## src/rtl/serial_encode.sv

```systemverilog
// Thermostat frame transmitter: host-loaded payload registers serialised as one
// 192-bit BEP frame on serial_data/serial_clock, MSB first.
module serial_encode #(
   parameter int unsigned CLOCK_DIV = 4
) (
   input  logic       clock,
   input  logic       reset,
   input  logic       write_enable,
   input  logic [3:0] address,
   input  logic [7:0] write_data,
   input  logic       start,
   output logic       busy,
   output logic       done,
   output logic       serial_clock,
   output logic       serial_data
);

   localparam int unsigned FRAME_BITS = 192;
   localparam int unsigned CNT_W      = 8;

   localparam logic [CNT_W-1:0] DIV_LAST = CNT_W'(CLOCK_DIV - 1);
   localparam logic [CNT_W-1:0] LAST_BIT = CNT_W'(FRAME_BITS - 1);

   localparam logic [31:0] PREAMBLE  = 32'hAAAA_AAAA;
   localparam logic [15:0] FRAME_TYP = 16'hD391;
   localparam logic [31:0] CONST_FLD = 32'h0DFF_FFFE;

   typedef enum logic [1:0] {
      IDLE = 2'd0,
      LOW  = 2'd1,
      HIGH = 2'd2,
      DONE = 2'd3
   } state_t;

   logic [31:0] thermostat_id_q;
   logic [15:0] room_temp_q;
   logic [15:0] set_temp_q;
   logic [7:0]  state_byte_q;
   logic [7:0]  tail_1_q;
   logic [7:0]  tail_2_q;
   logic [7:0]  tail_3_q;

   state_t                 state_q, state_d;
   logic [FRAME_BITS-1:0]  shift_q, shift_d;
   logic [CNT_W-1:0]       bit_q, bit_d;
   logic [CNT_W-1:0]       div_q, div_d;
   logic                   busy_d, done_d, sclk_d, sdata_d;
   logic [FRAME_BITS-1:0]  frame_c;

   // Payload register file; addresses 12..15 are unmapped.
   always_ff @(posedge clock) begin
      if (!reset) begin
         thermostat_id_q <= '0;
         room_temp_q     <= '0;
         set_temp_q      <= '0;
         state_byte_q    <= '0;
         tail_1_q        <= '0;
         tail_2_q        <= '0;
         tail_3_q        <= '0;
      end else if (write_enable) begin
         case (address)
            4'd0:    thermostat_id_q[7:0]   <= write_data;
            4'd1:    thermostat_id_q[15:8]  <= write_data;
            4'd2:    thermostat_id_q[23:16] <= write_data;
            4'd3:    thermostat_id_q[31:24] <= write_data;
            4'd4:    room_temp_q[7:0]       <= write_data;
            4'd5:    room_temp_q[15:8]      <= write_data;
            4'd6:    set_temp_q[7:0]        <= write_data;
            4'd7:    set_temp_q[15:8]       <= write_data;
            4'd8:    state_byte_q           <= write_data;
            4'd9:    tail_1_q               <= write_data;
            4'd10:   tail_2_q               <= write_data;
            4'd11:   tail_3_q               <= write_data;
            default: ;
         endcase
      end
   end

   // Registered payload only, so a same-cycle write misses the snapshot.
   assign frame_c = {PREAMBLE, FRAME_TYP, FRAME_TYP, CONST_FLD,
                     thermostat_id_q, room_temp_q, set_temp_q, state_byte_q,
                     tail_1_q, tail_2_q, tail_3_q};

   always_ff @(posedge clock) begin
      if (!reset) begin
         state_q      <= IDLE;
         shift_q      <= '0;
         bit_q        <= '0;
         div_q        <= '0;
         busy         <= 1'b0;
         done         <= 1'b0;
         serial_clock <= 1'b0;
         serial_data  <= 1'b0;
      end else begin
         state_q      <= state_d;
         shift_q      <= shift_d;
         bit_q        <= bit_d;
         div_q        <= div_d;
         busy         <= busy_d;
         done         <= done_d;
         serial_clock <= sclk_d;
         serial_data  <= sdata_d;
      end
   end

   // Next state; outputs are decoded from the next state so they register in step.
   always_comb begin
      state_d = state_q;
      shift_d = shift_q;
      bit_d   = bit_q;
      div_d   = div_q;

      case (state_q)
         IDLE: begin
            if (start) begin
               shift_d = frame_c;
               bit_d   = '0;
               div_d   = '0;
               state_d = LOW;
            end
         end
         LOW: begin
            if (div_q == DIV_LAST) begin
               div_d   = '0;
               state_d = HIGH;
            end else begin
               div_d = div_q + CNT_W'(1);
            end
         end
         HIGH: begin
            if (div_q == DIV_LAST) begin
               div_d = '0;
               if (bit_q == LAST_BIT) begin
                  state_d = DONE;
               end else begin
                  shift_d = {shift_q[FRAME_BITS-2:0], 1'b0};
                  bit_d   = bit_q + CNT_W'(1);
                  state_d = LOW;
               end
            end else begin
               div_d = div_q + CNT_W'(1);
            end
         end
         DONE: begin
            state_d = IDLE;
         end
         default: begin
            state_d = IDLE;
         end
      endcase

      busy_d  = (state_d == LOW) || (state_d == HIGH);
      done_d  = (state_d == DONE);
      sclk_d  = (state_d == HIGH);
      sdata_d = busy_d && shift_d[FRAME_BITS-1];
   end

endmodule

```

## config.mk

```make
export PLATFORM = sky130hd
export DESIGN_NAME = serial_encode
export DESIGN_NICKNAME = d
export VERILOG_FILES = /design/src/rtl/serial_encode.sv
export SDC_FILE = /design/constraint.sdc
export NUM_CORES = 1
export LEC_CHECK = 0
export ABC_CLOCK_PERIOD_IN_PS = 3550
export CAP_MARGIN = 5
export CORE_ASPECT_RATIO = 0.5
export CORE_MARGIN = 5
export CORE_UTILIZATION = 40
export DETAILED_ROUTE_END_ITERATION = 8
export GPL_TIMING_DRIVEN = 0
export PLACE_DENSITY_LB_ADDON = 0.1
export SLEW_MARGIN = 20
export SYNTH_ARGS = -nofsm -noshare
export SYNTH_HDL_FRONTEND = slang
export SYNTH_SLANG_ARGS = --single-unit
```

## constraint.sdc

```tcl
create_clock -name clock -period 3.55 [get_ports clock]
set_input_delay 0.355 -clock clock [delete_from_list [all_inputs] [get_ports clock]]
set_output_delay 0.355 -clock clock [all_outputs]
set_load 0.005 [all_outputs]
```

==> impl_metrics.yaml, run 1 <==
drt:
  viasPerCell: 5.505
  vias: 9644
  routed_wl_um: 30660
  first_pass_iters: 7
  route.met2.wl_um: 13860
  ant_nets: 0
  highest_layer: "met4"
  drc: 0
  wl_met3_um: 1252
  drtIter0Drc: 637
  wl_per_cell_um: 17.50
  wl_met1_um: 14940
clock_tree:
  cts_tree: "yes"
  hold_buffers: 0
  cts-root-buf: "clkbuf_16"
  cts_buffers: 29
  clockBufferDepth: 3
  path_clk_slew_ns: 0.06
  clk_latency_ns: 0.55
  htreeDepth: 1
  cts.repair.resized: 0
  cts_sinks: 310
  post_cts_buffers: 0
final_layout:
  drive_gt1_share_pct: 7.788
  regArea_um2: 6206
  multi_input_area_um2: 5104
  fillers: 2793
  nNetsFinal: 1363
  antennaDiodeCount: 0
  area_growth_pct: 13.80
yosys:
  yosys_warnings: 0
  synth_area_leaders: "dfxtp_1, a22oi_1, mux2i_1"
  yosys.cell_types.count: 51
  ys_seq_area_share_pct: 52.17
  synth_fp_nets: 1313
  synth_top_area_share_pct: 52.17
  yosys-top-cells-count: "dfxtp_1, nor2_1, a22oi_1"
  ys_ff_latch: 310
  synthesis.area_um2: 11900
  synth_edf_count: 0
  yosysTopAreaCell: "dfxtp_1"
  synthCells: 1290
  async_flop_share_pct: 0
  synthMostInstantiatedCell: "dfxtp_1"
  synthFlopType: "dfxtp_1"
  synth.avg_cell_area_um2: 9.222
sta:
  clock-skew-final_ns: 0.009526
  finalCriticalPeriod_ns: 2.681
  hold_viol: 0
  setup_viol: 0
  finalCritPeriodShare_pct: 75.52
  drv_slew: 0
  rsz0062_at_grt: "false"
  finalSetupTns_ns: 0
  timing.fmax_ghz: 0.3730
  tightest_slew_ns: 1.021
  relSlewSlack_pct: 31.69
power_and_ir_drop:
  seq_power_share_pct: 49.8
  p_leak_uw: 0.004850
  switching_share_pct: 24.51
  power.total_uw: 7487
  netSwitchingPower_uw: 1835
  p_clk_share_pct: 42.1
  ir_worst_vdd_v: 0.0003189
  cellInternalPower_uw: 5652
  combPwrFrac_pct: 8.0
  power_density_nw_per_um2: 553.1
critical_path:
  crit_start: "state_q[1]"
  start_kind: "flop"
  r2r_start: "state_q[1]"
  worstPathArrival_ns: 3.08
  cp.required_ns: 3.95
  critPathCaptureType: "flop"
  reg2reg_depth: 10
  worstPathMaxFanout: 10
  reg2reg_slack_ns: 0.87
  r2r-end: "shift_q[189]"
  critPathKind: "flop to flop"
floorplanning:
  die_h_um: 131.9
  die_w_um: 253.9
  io_pins: 20
  initial_core_util_pct: 40.77
  rows: 44
  dieArea_um2: 33500
  core_um2: 29180
worst_hold_path:
  min_path_type: "flop to flop"
  hold_start: "shift_q[0]"
  hold_end: "shift_q[0]"
  min_delay_path_depth: 2
global_route:
  overflow: 0
  grt_pass1_wl_um: 50690
  grt_pass1_vias: 9433
  grtUsageTotal_pct: 18.14
  grt_max_degree: 16
  antenna_found_initial: 0
place:
  gp_congestion: 0.7973
  dp_hpwl_um: 19900
  numPortBuffers: 19
run:
  drv_cap: 0
run_status:
  status: "finished clean"
[kinds of logic after synthesis]
| logic type | Yosys count | synth area share (%) |
|---|---|---|
| AO/OA/AOI/OAI | 469 | 23.76 |
| flip-flops | 310 | 52.17 |
| AND/OR/NAND/NOR | 268 | 9.644 |
| buffers and inverters | 131 | 4.933 |
| multiplexers | 98 | 8.246 |
| XOR/XNOR | 7 | 0.5154 |
| adder cells (fa/ha/maj) | 7 | 0.7362 |
[registers in the layout, summed over array words and instances (netlist names)]
| register | count |
|---|---|
| shift_q | 192 |
| thermostat_id_q | 32 |
| room_temp_q | 16 |
| set_temp_q | 16 |
| bit_q | 8 |
| div_q | 8 |
| state_byte_q | 8 |
| tail_1_q | 8 |
| tail_2_q | 8 |
| tail_3_q | 8 |
| state_q | 2 |
| busy | 1 |
| done | 1 |
| serial_clock | 1 |
| serial_data | 1 |
[stage by stage]
stage / worst slack (ns) / hold WS [ns] / util (%) / std cells / area [um2]
finish: 0.8692 / 0.4610 / 46.40 / 1752 / 13540
global placement: 0.6265 / 0.4482 / 43.10 / 1700 / 12580
CTS: 0.8374 / 0.4616 / 46.40 / 1752 / 13540
global route: 0.6143 / 0.4894 / 46.40 / 1752 / 13540
floorplan: 1.574 / 0.4316 / - / 1290 / 11900
detailed placement: 0.6484 / 0.4528 / 43.10 / 1700 / 12580
[how the worst max path moves through the flow]
stage                         endpoint  slack (ns)
final                     shift_q[189]        0.87
after global routing       shift_q[29]        0.61
after CTS                 shift_q[189]        0.84
after detailed placement  shift_q[189]        0.65
after global placement    shift_q[189]        0.63
after floorplan               bit_q[2]        1.57
[worst max-delay path: stages, from the launching register on]
cell and delay, ns:
dfxtp_1 0.31, inv_1 0.10, ha_1 0.15, buf_2 0.20
and2_1 0.14, buf_2 0.27, o22ai_2 0.18, a21oi_4 0.32
buf_2 0.40, buf_2 0.32, a31oi_1 0.13
[power by group through the flow]
| stage | Sequential [uW] | Combinational (uW) | Clock, uW |
|---|---|---|---|
| 5_1_grt | 3750 | 676 | 3370 |
| 4_1_cts | 3730 | 605 | 3240 |
| 3_3_place_gp | 3800 | 589 | 0 |
| 2_1_floorplan | 3780 | 404 | 0 |
| 3_5_place_dp | 3800 | 603 | 0 |
| 6_report | 3730 | 603 | 3150 |
[layout by cell type, fill, tap and decap left out, types with 58 or more instances in the layout]
| cell | netlist | final |
|---|---|---|
| a21oi_1 | 102 | 102 |
| nand2_1 | 68 | 68 |
| o21ai_0 | 70 | 70 |
| dfxtp_1 | 310 | 310 |
| o21ai_1 | 88 | 88 |
| a22oi_1 | 134 | 134 |
| nor2_1 | 156 | 156 |
| a31oi_1 | 58 | 58 |
| clkbuf_1 | 74 | 77 |
| mux2i_1 | 98 | 98 |
[metal layers]
metal / vias to the layer above / track usage [%]
li1: 4740 / -
met1: 4662 / 25.83
met2: 199 / 29.16
met3: 43 / 2.878
met4: 0 / 4.172
met5: - / 0
[cell type report]
| class | instances | share of cell area (%) |
|---|---|---|
| multi-input combinational | 849 | 37.70 |
| inverter | 7 | 0.1941 |
| tap | 391 | 3.614 |
| clock inverter | 15 | 1.155 |
| clock buffer | 37 | 5.952 |
| timing repair buffer | 19 | 1.405 |
| sequential | 310 | 45.84 |
| buffer | 124 | 4.140 |
No activity file was read; power rests on OpenSTA's default activity.
==> run 2: changes to the inputs <==
--- a/config.mk
+++ b/config.mk
@@ -5,7 +5,7 @@
 export SDC_FILE = /design/constraint.sdc
 export NUM_CORES = 1
 export LEC_CHECK = 0
-export ABC_CLOCK_PERIOD_IN_PS = 3550
+export ABC_CLOCK_PERIOD_IN_PS = 2300
 export CAP_MARGIN = 5
 export CORE_ASPECT_RATIO = 0.5
 export CORE_MARGIN = 5
==> constraint.sdc (replaced) <==
create_clock -name clock -period 2.3 [get_ports clock]
set_input_delay 0.23 -clock clock [delete_from_list [all_inputs] [get_ports clock]]
set_output_delay 0.23 -clock clock [all_outputs]
set_load 0.005 [all_outputs]
==> run 2 against run 1 <==
  * Die area stayed put
  * Sequential cell count stayed put
  * First-iteration DRC count rose by 6.0%
  * Final cell count rose by 0.46%
  * Fmax rose by 22%
  * Global-route usage is 0.087 points higher
  * Clock skew hardly changed
  * Clock-buffer cell count is the same
  * Combinational power is 71% higher
  * Utilization grew 1.1 points
  * Design area rose by 2.4%
  * Critical path type unchanged
==> impl_metrics.yaml, run 2 (same netlist as run 1, synthesis figures left out) <==
critical_path:
  reg2reg_depth: 12
  start_kind: "flop"
  r2r-end: "shift_q[169]"
  critPathKind: "flop to flop"
  worstPathMaxFanout: 10
  r2r_start: "state_q[1]"
  cp.required_ns: 2.70
  cpPeakStageDelay_ns: 0.33
  slowest_stage: "dfxtp_1"
  path_delay_family: "buffers and inverters"
  critPathCaptureType: "flop"
  reg2reg_slack_ns: 0.1
  worstPathArrival_ns: 2.61
  crit_buf_inv: 6
  crit_start: "state_q[1]"
  path_cells: "inv_1, ha_1, clkbuf_4, and2_1, buf_6, o22ai_4, a21oi_4, buf_12, buf_4, clkbuf_4, o21ai_0, a31oi_1"
  cpMostUsedCell: "clkbuf_4"
final_layout:
  largest_reg_flops: 192
  area_growth_pct: 16.55
  antennaDiodeCount: 0
  drive_gt1_share_pct: 10.88
  layoutNonFillerInstCount: 1760
  final_common_cell: "dfxtp_1"
  top_register: "shift_q"
  final_cell_mix: "dfxtp_1, nor2_1, a22oi_1"
  fin_util_pct: 47.52
  largestRegisters: "shift_q: 192 flops, thermostat_id_q: 32 flops"
  nNetsFinal: 1371
  fillers: 2775
  finalInstanceArea_um2: 13870
global_route:
  grt_max_degree: 16
  grtUsageTotal_pct: 18.23
  overflow: 0
  grt_pass1_wl_um: 50890
  antenna_found_initial: 0
  grt_pass1_vias: 9477
drt:
  viasPerCell: 5.472
  first_pass_iters: 5
  wl_per_cell_um: 17.49
  drtIter0Drc: 675
  vias: 9630
  drc: 0
  ant_nets: 0
  routed_wl_um: 30790
place:
  dp_hpwl_um: 19900
  numPortBuffers: 19
  dpl_cell_area_um2: 12580
  placed_cells: 1700
  gp_congestion: 0.7973
power_and_ir_drop:
  seq_power_share_pct: 49.5
  p_leak_uw: 0.005001
  power_density_nw_per_um2: 840.7
  p_clk_share_pct: 41.7
  netSwitchingPower_uw: 2859
  combPwrFrac_pct: 8.8
  ir_worst_vdd_v: 0.0004921
  power.total_uw: 11660
  switching_share_pct: 24.53
  cellInternalPower_uw: 8797
clock_tree:
  htreeDepth: 1
  cts_buffers: 29
  clockBufferDepth: 3
  path_clk_slew_ns: 0.06
  cts_sinks: 310
  cts_tree: "yes"
  hold_buffers: 0
  clk_latency_ns: 0.55
  cts-root-buf: "clkbuf_16"
sta:
  timing.fmax_ghz: 0.4539
  rsz0062_at_grt: "true"
  clock-skew-final_ns: 0.009808
  relSlewSlack_pct: 31.34
  setup_viol: 0
  finalCritPeriodShare_pct: 95.79
  hold_viol: 0
  tightest_slew_ns: 1.026
  finalCriticalPeriod_ns: 2.203
  drv_slew: 0
floorplanning:
  io_pins: 20
  die_w_um: 253.9
  rows: 44
  die_h_um: 131.9
  core_um2: 29180
  dieArea_um2: 33500
  initial_core_util_pct: 40.77
worst_hold_path:
  min_path_type: "input pin to flop"
  hold_start: "write_data[3]"
  hold_end: "tail_2_q[3]"
  min_delay_path_depth: 3
run:
  drv_cap: 0
run_status:
  status: "finished clean"
-- run 2: worst max path at each step --
stage | to | depth (start not counted) | slack, ns
CTS | shift_q[0] | 11 | -0.02
finish | shift_q[169] | 12 | 0.1
global placement | shift_q[189] | 8 | -0.50
global route | shift_q[104] | 11 | -0.03
detailed placement | shift_q[189] | 8 | -0.48
floorplan | bit_q[2] | 10 | 0.32
-- run 2: worst register-to-register path, delay by kind of cell, from the launching register on --
family	cells	cell delay (ns)
buffers and inverters	6	0.87
AOI/OAI and AO/OA	4	0.54
and+or+nand+nor	1	0.17
adders and majority gates	1	0.18
DFF	1	0.33
-- run 2: layer usage --
metal,GRT usage [%],part of all wire (%)
met1,25.93,48
met2,29.11,45
met3,3.095,4.6
met4,4.321,2.2
met5,0,0
-- run 2: area by class of cell --
type	count	area, um2	share of cell area [%]
clock buffers	37	805.8	5.811
multi-input cells	849	5192	37.45
plain buffers	124	724.4	5.225
well taps	391	489.2	3.528
flip-flops and latches	310	6208	44.78
clock inverters	15	156.4	1.128
repair buffers	27	262.8	1.895
inverters	7	26.28	0.1895
-- run 2: power by group through the flow --
stage          sequential (uW)  combinational (uW)  clock, uW
6_report                  5770                1030       4870
5_1_grt                   5790                1140       5210
4_1_cts                   5750                 982       5000
3_5_place_dp              5870                 931          0
3_3_place_gp              5860                 909          0
2_1_floorplan             5840                 623          0
-- run 2: what timing repair did --
| item | CTS | global route |
|---|---|---|
| pin swaps | 1 | 2 |
| setup endpoints to repair | 194 | 197 |
| gates resized for setup | 40 | 101 |
| buffers inserted | 4 | 4 |
| cloned | 0 | 0 |
-- run 2: stage by stage --
stage | setup TNS, ns | hold slack, ns | worst slack [ns]
2_1_floorplan | 0 | 0.3772 | 0.3240
3_3_place_gp | -67.25 | 0.4482 | -0.4986
3_5_place_dp | -67.42 | 0.4528 | -0.4766
4_1_cts | -0.01754 | 0.3478 | -0.01754
5_1_grt | -0.6119 | 0.4009 | -0.02796
6_report | 0 | 0.3819 | 0.09691
==> run 3: changes to the inputs <==
--- a/config.mk
+++ b/config.mk
@@ -9,8 +9,10 @@
 export CAP_MARGIN = 5
 export CORE_ASPECT_RATIO = 0.5
 export CORE_MARGIN = 5
-export CORE_UTILIZATION = 40
+export CORE_UTILIZATION = 56
+export CTS_CLUSTER_DIAMETER = 30
 export DETAILED_ROUTE_END_ITERATION = 8
+export GPL_ROUTABILITY_DRIVEN = 1
 export GPL_TIMING_DRIVEN = 0
 export PLACE_DENSITY_LB_ADDON = 0.1
 export SLEW_MARGIN = 20
==> run 3 against run 2 <==
  * Clock-buffer cell count grew 8
  * Final cell count shrank 5.9%
  * Non-clock buffer count shrank 2
  * Clock skew grew 0.0017 ns
  * Register-to-register slack is essentially flat
  * Wire length shrank 3.0%
  * Via count grew 3.1%
  * Hold slack gained 0.023 ns
  * Global-route usage grew 5.9 points
  * First-iteration DRC count grew 48%
  * Sequential power is essentially flat
  * Critical path type unchanged
  * Critical endpoint is now shift_q[189]
==> impl_metrics.yaml, run 3 (same netlist as run 1, synthesis figures left out) <==
final_layout:
  final_common_cell: "dfxtp_1"
  antennaDiodeCount: 0
  drive_gt1_share_pct: 11.57
  fin_util_pct: 67.67
  area_growth_pct: 17.71
  largestRegisters: "shift_q: 192 flops, thermostat_id_q: 32 flops"
  largest_reg_flops: 192
  fillers: 1650
  final_cell_mix: "dfxtp_1, nor2_1, a22oi_1"
  top_register: "shift_q"
  layoutNonFillerInstCount: 1656
  nNetsFinal: 1377
drt:
  drc: 0
  ant_nets: 0
  first_pass_iters: 6
  drtIter0Drc: 997
  viasPerCell: 5.996
  wl_per_cell_um: 18.04
  vias: 9929
  routed_wl_um: 29870
critical_path:
  critPathCaptureType: "flop"
  cp.required_ns: 2.73
  worstPathArrival_ns: 2.63
  slowest_stage: "dfxtp_1"
  reg2reg_depth: 11
  cpPeakStageDelay_ns: 0.35
  cpMostUsedCell: "buf_6"
  start_kind: "flop"
  reg2reg_slack_ns: 0.1
  critPathKind: "flop to flop"
  path_cells: "inv_1, ha_1, clkbuf_4, and2_1, buf_6, o22ai_4, a21oi_4, buf_12, buf_6, buf_4, a31oi_2"
  worstPathMaxFanout: 10
global_route:
  grt_pass1_wl_um: 49050
  overflow: 0
  grtUsageTotal_pct: 24.11
  grt_pass1_vias: 9489
  grt_max_degree: 16
  antenna_found_initial: 0
sta:
  tightest_slew_ns: 0.9843
  drv_slew: 0
  finalCritPeriodShare_pct: 95.71
  rsz0062_at_grt: "true"
  hold_viol: 0
  relSlewSlack_pct: 34.14
  finalCriticalPeriod_ns: 2.201
  clock-skew-final_ns: 0.01153
  timing.fmax_ghz: 0.4543
  setup_viol: 0
floorplanning:
  io_pins: 20
  die_w_um: 216.1
  core_um2: 20690
  dieArea_um2: 24440
  initial_core_util_pct: 57.49
  rows: 37
  die_h_um: 113.1
power_and_ir_drop:
  p_leak_uw: 0.005139
  power_density_nw_per_um2: 934.0
  seq_power_share_pct: 44.1
  p_clk_share_pct: 48.4
  combPwrFrac_pct: 7.5
  switching_share_pct: 24.54
  ir_worst_vdd_v: 0.0004628
  cellInternalPower_uw: 9869
  power.total_uw: 13080
  netSwitchingPower_uw: 3210
clock_tree:
  cts_tree: "yes"
  clk_latency_ns: 0.53
  path_clk_slew_ns: 0.06
  cts-root-buf: "clkbuf_16"
  htreeDepth: 2
  cts_buffers: 37
  cts_sinks: 310
  hold_buffers: 0
  clockBufferDepth: 3
worst_hold_path:
  min_delay_path_depth: 3
  min_path_type: "input pin to flop"
place:
  gp_congestion: 0.8263
  dp_hpwl_um: 18950
  placed_cells: 1582
  numPortBuffers: 19
run:
  drv_cap: 0
run_status:
  status: "finished clean"
run 3: changes by cell type in the layout (fill, tap and decap cells not counted), moves of 3 or more:
cell | before | now
buf_2 | 9 | 16
buf_4 | 21 | 17
buf_6 | 12 | 8
clkbuf_16 | 29 | 39
clkbuf_4 | 17 | 14
clkinv_2 | 10 | 4
clkinv_4 | 0 | 4
inv_6 | 1 | 7
o21ai_0 | 33 | 68
o21ai_1 | 116 | 82
run 3: metal layers:
metal / vias up / wire [um] / global-route usage [%]
li1: 4778 / - / -
met1: 4832 / 14360 / 34.26
met2: 265 / 13190 / 37.65
met3: 54 / 1777 / 5.293
met4: 0 / 538 / 6.435
met5: - / 0 / 0
run 3: per-stage QoR:
step	setup slack (ns)	TNS [ns]	hold slack (ns)	cell area [um2]
finish	0.09869	0	0.4045	14000
global route	-0.03721	-0.08765	0.4223	14000
CTS	0.005322	0	0.4009	13830
detailed placement	-0.4230	-50.67	0.4549	12430
global placement	-0.4117	-47.72	0.4470	12430
floorplan	0.3240	0	0.3772	11900
run 3: repair_timing:
action,4_1_cts,5_1_grt
setup endpoints to repair,173,196
gates resized for setup,23,57
pin swaps,0,1
hold endpoints to repair,0,0
setup buffers,1,5
run 3: cell type report:
class | instances | area, um2 | share of cell area (%)
Inverter | 7 | 26.28 | 0.1876
Multi-Input combinational cell | 849 | 5156 | 36.82
Buffer | 124 | 671.9 | 4.798
Clock inverter | 23 | 292.8 | 2.091
Sequential cell | 310 | 6208 | 44.34
Clock buffer | 45 | 1059 | 7.559
Timing Repair Buffer | 25 | 247.7 | 1.769
Tap cell | 273 | 341.6 | 2.439
run 3: worst paths after layout:
check	startpoint	endpoint
setup / recovery	state_q[0]	shift_q[189]
hold / removal	write_data[4]	tail_2_q[4]
setup reg to reg	state_q[0]	shift_q[189]
hold reg to reg	shift_q[0]	shift_q[0]
run 3: power by group through the flow:
stage	Sequential [uW]	Combinational (uW)	Clock (uW)
floorplan	5840	623	0
global placement	5860	881	0
global route	5790	1090	6670
detailed placement	5870	910	0
finish	5770	987	6320
CTS	5760	937	6380
run 3: critical path, delay by kind of cell (launching register included):
family | cells | cell delay, ns
flip-flops | 1 | 0.35
AND/OR/NAND/NOR | 1 | 0.17
adder cells (fa/ha/maj) | 1 | 0.18
buffers and inverters | 6 | 0.88
AO/OA/AOI/OAI | 3 | 0.50
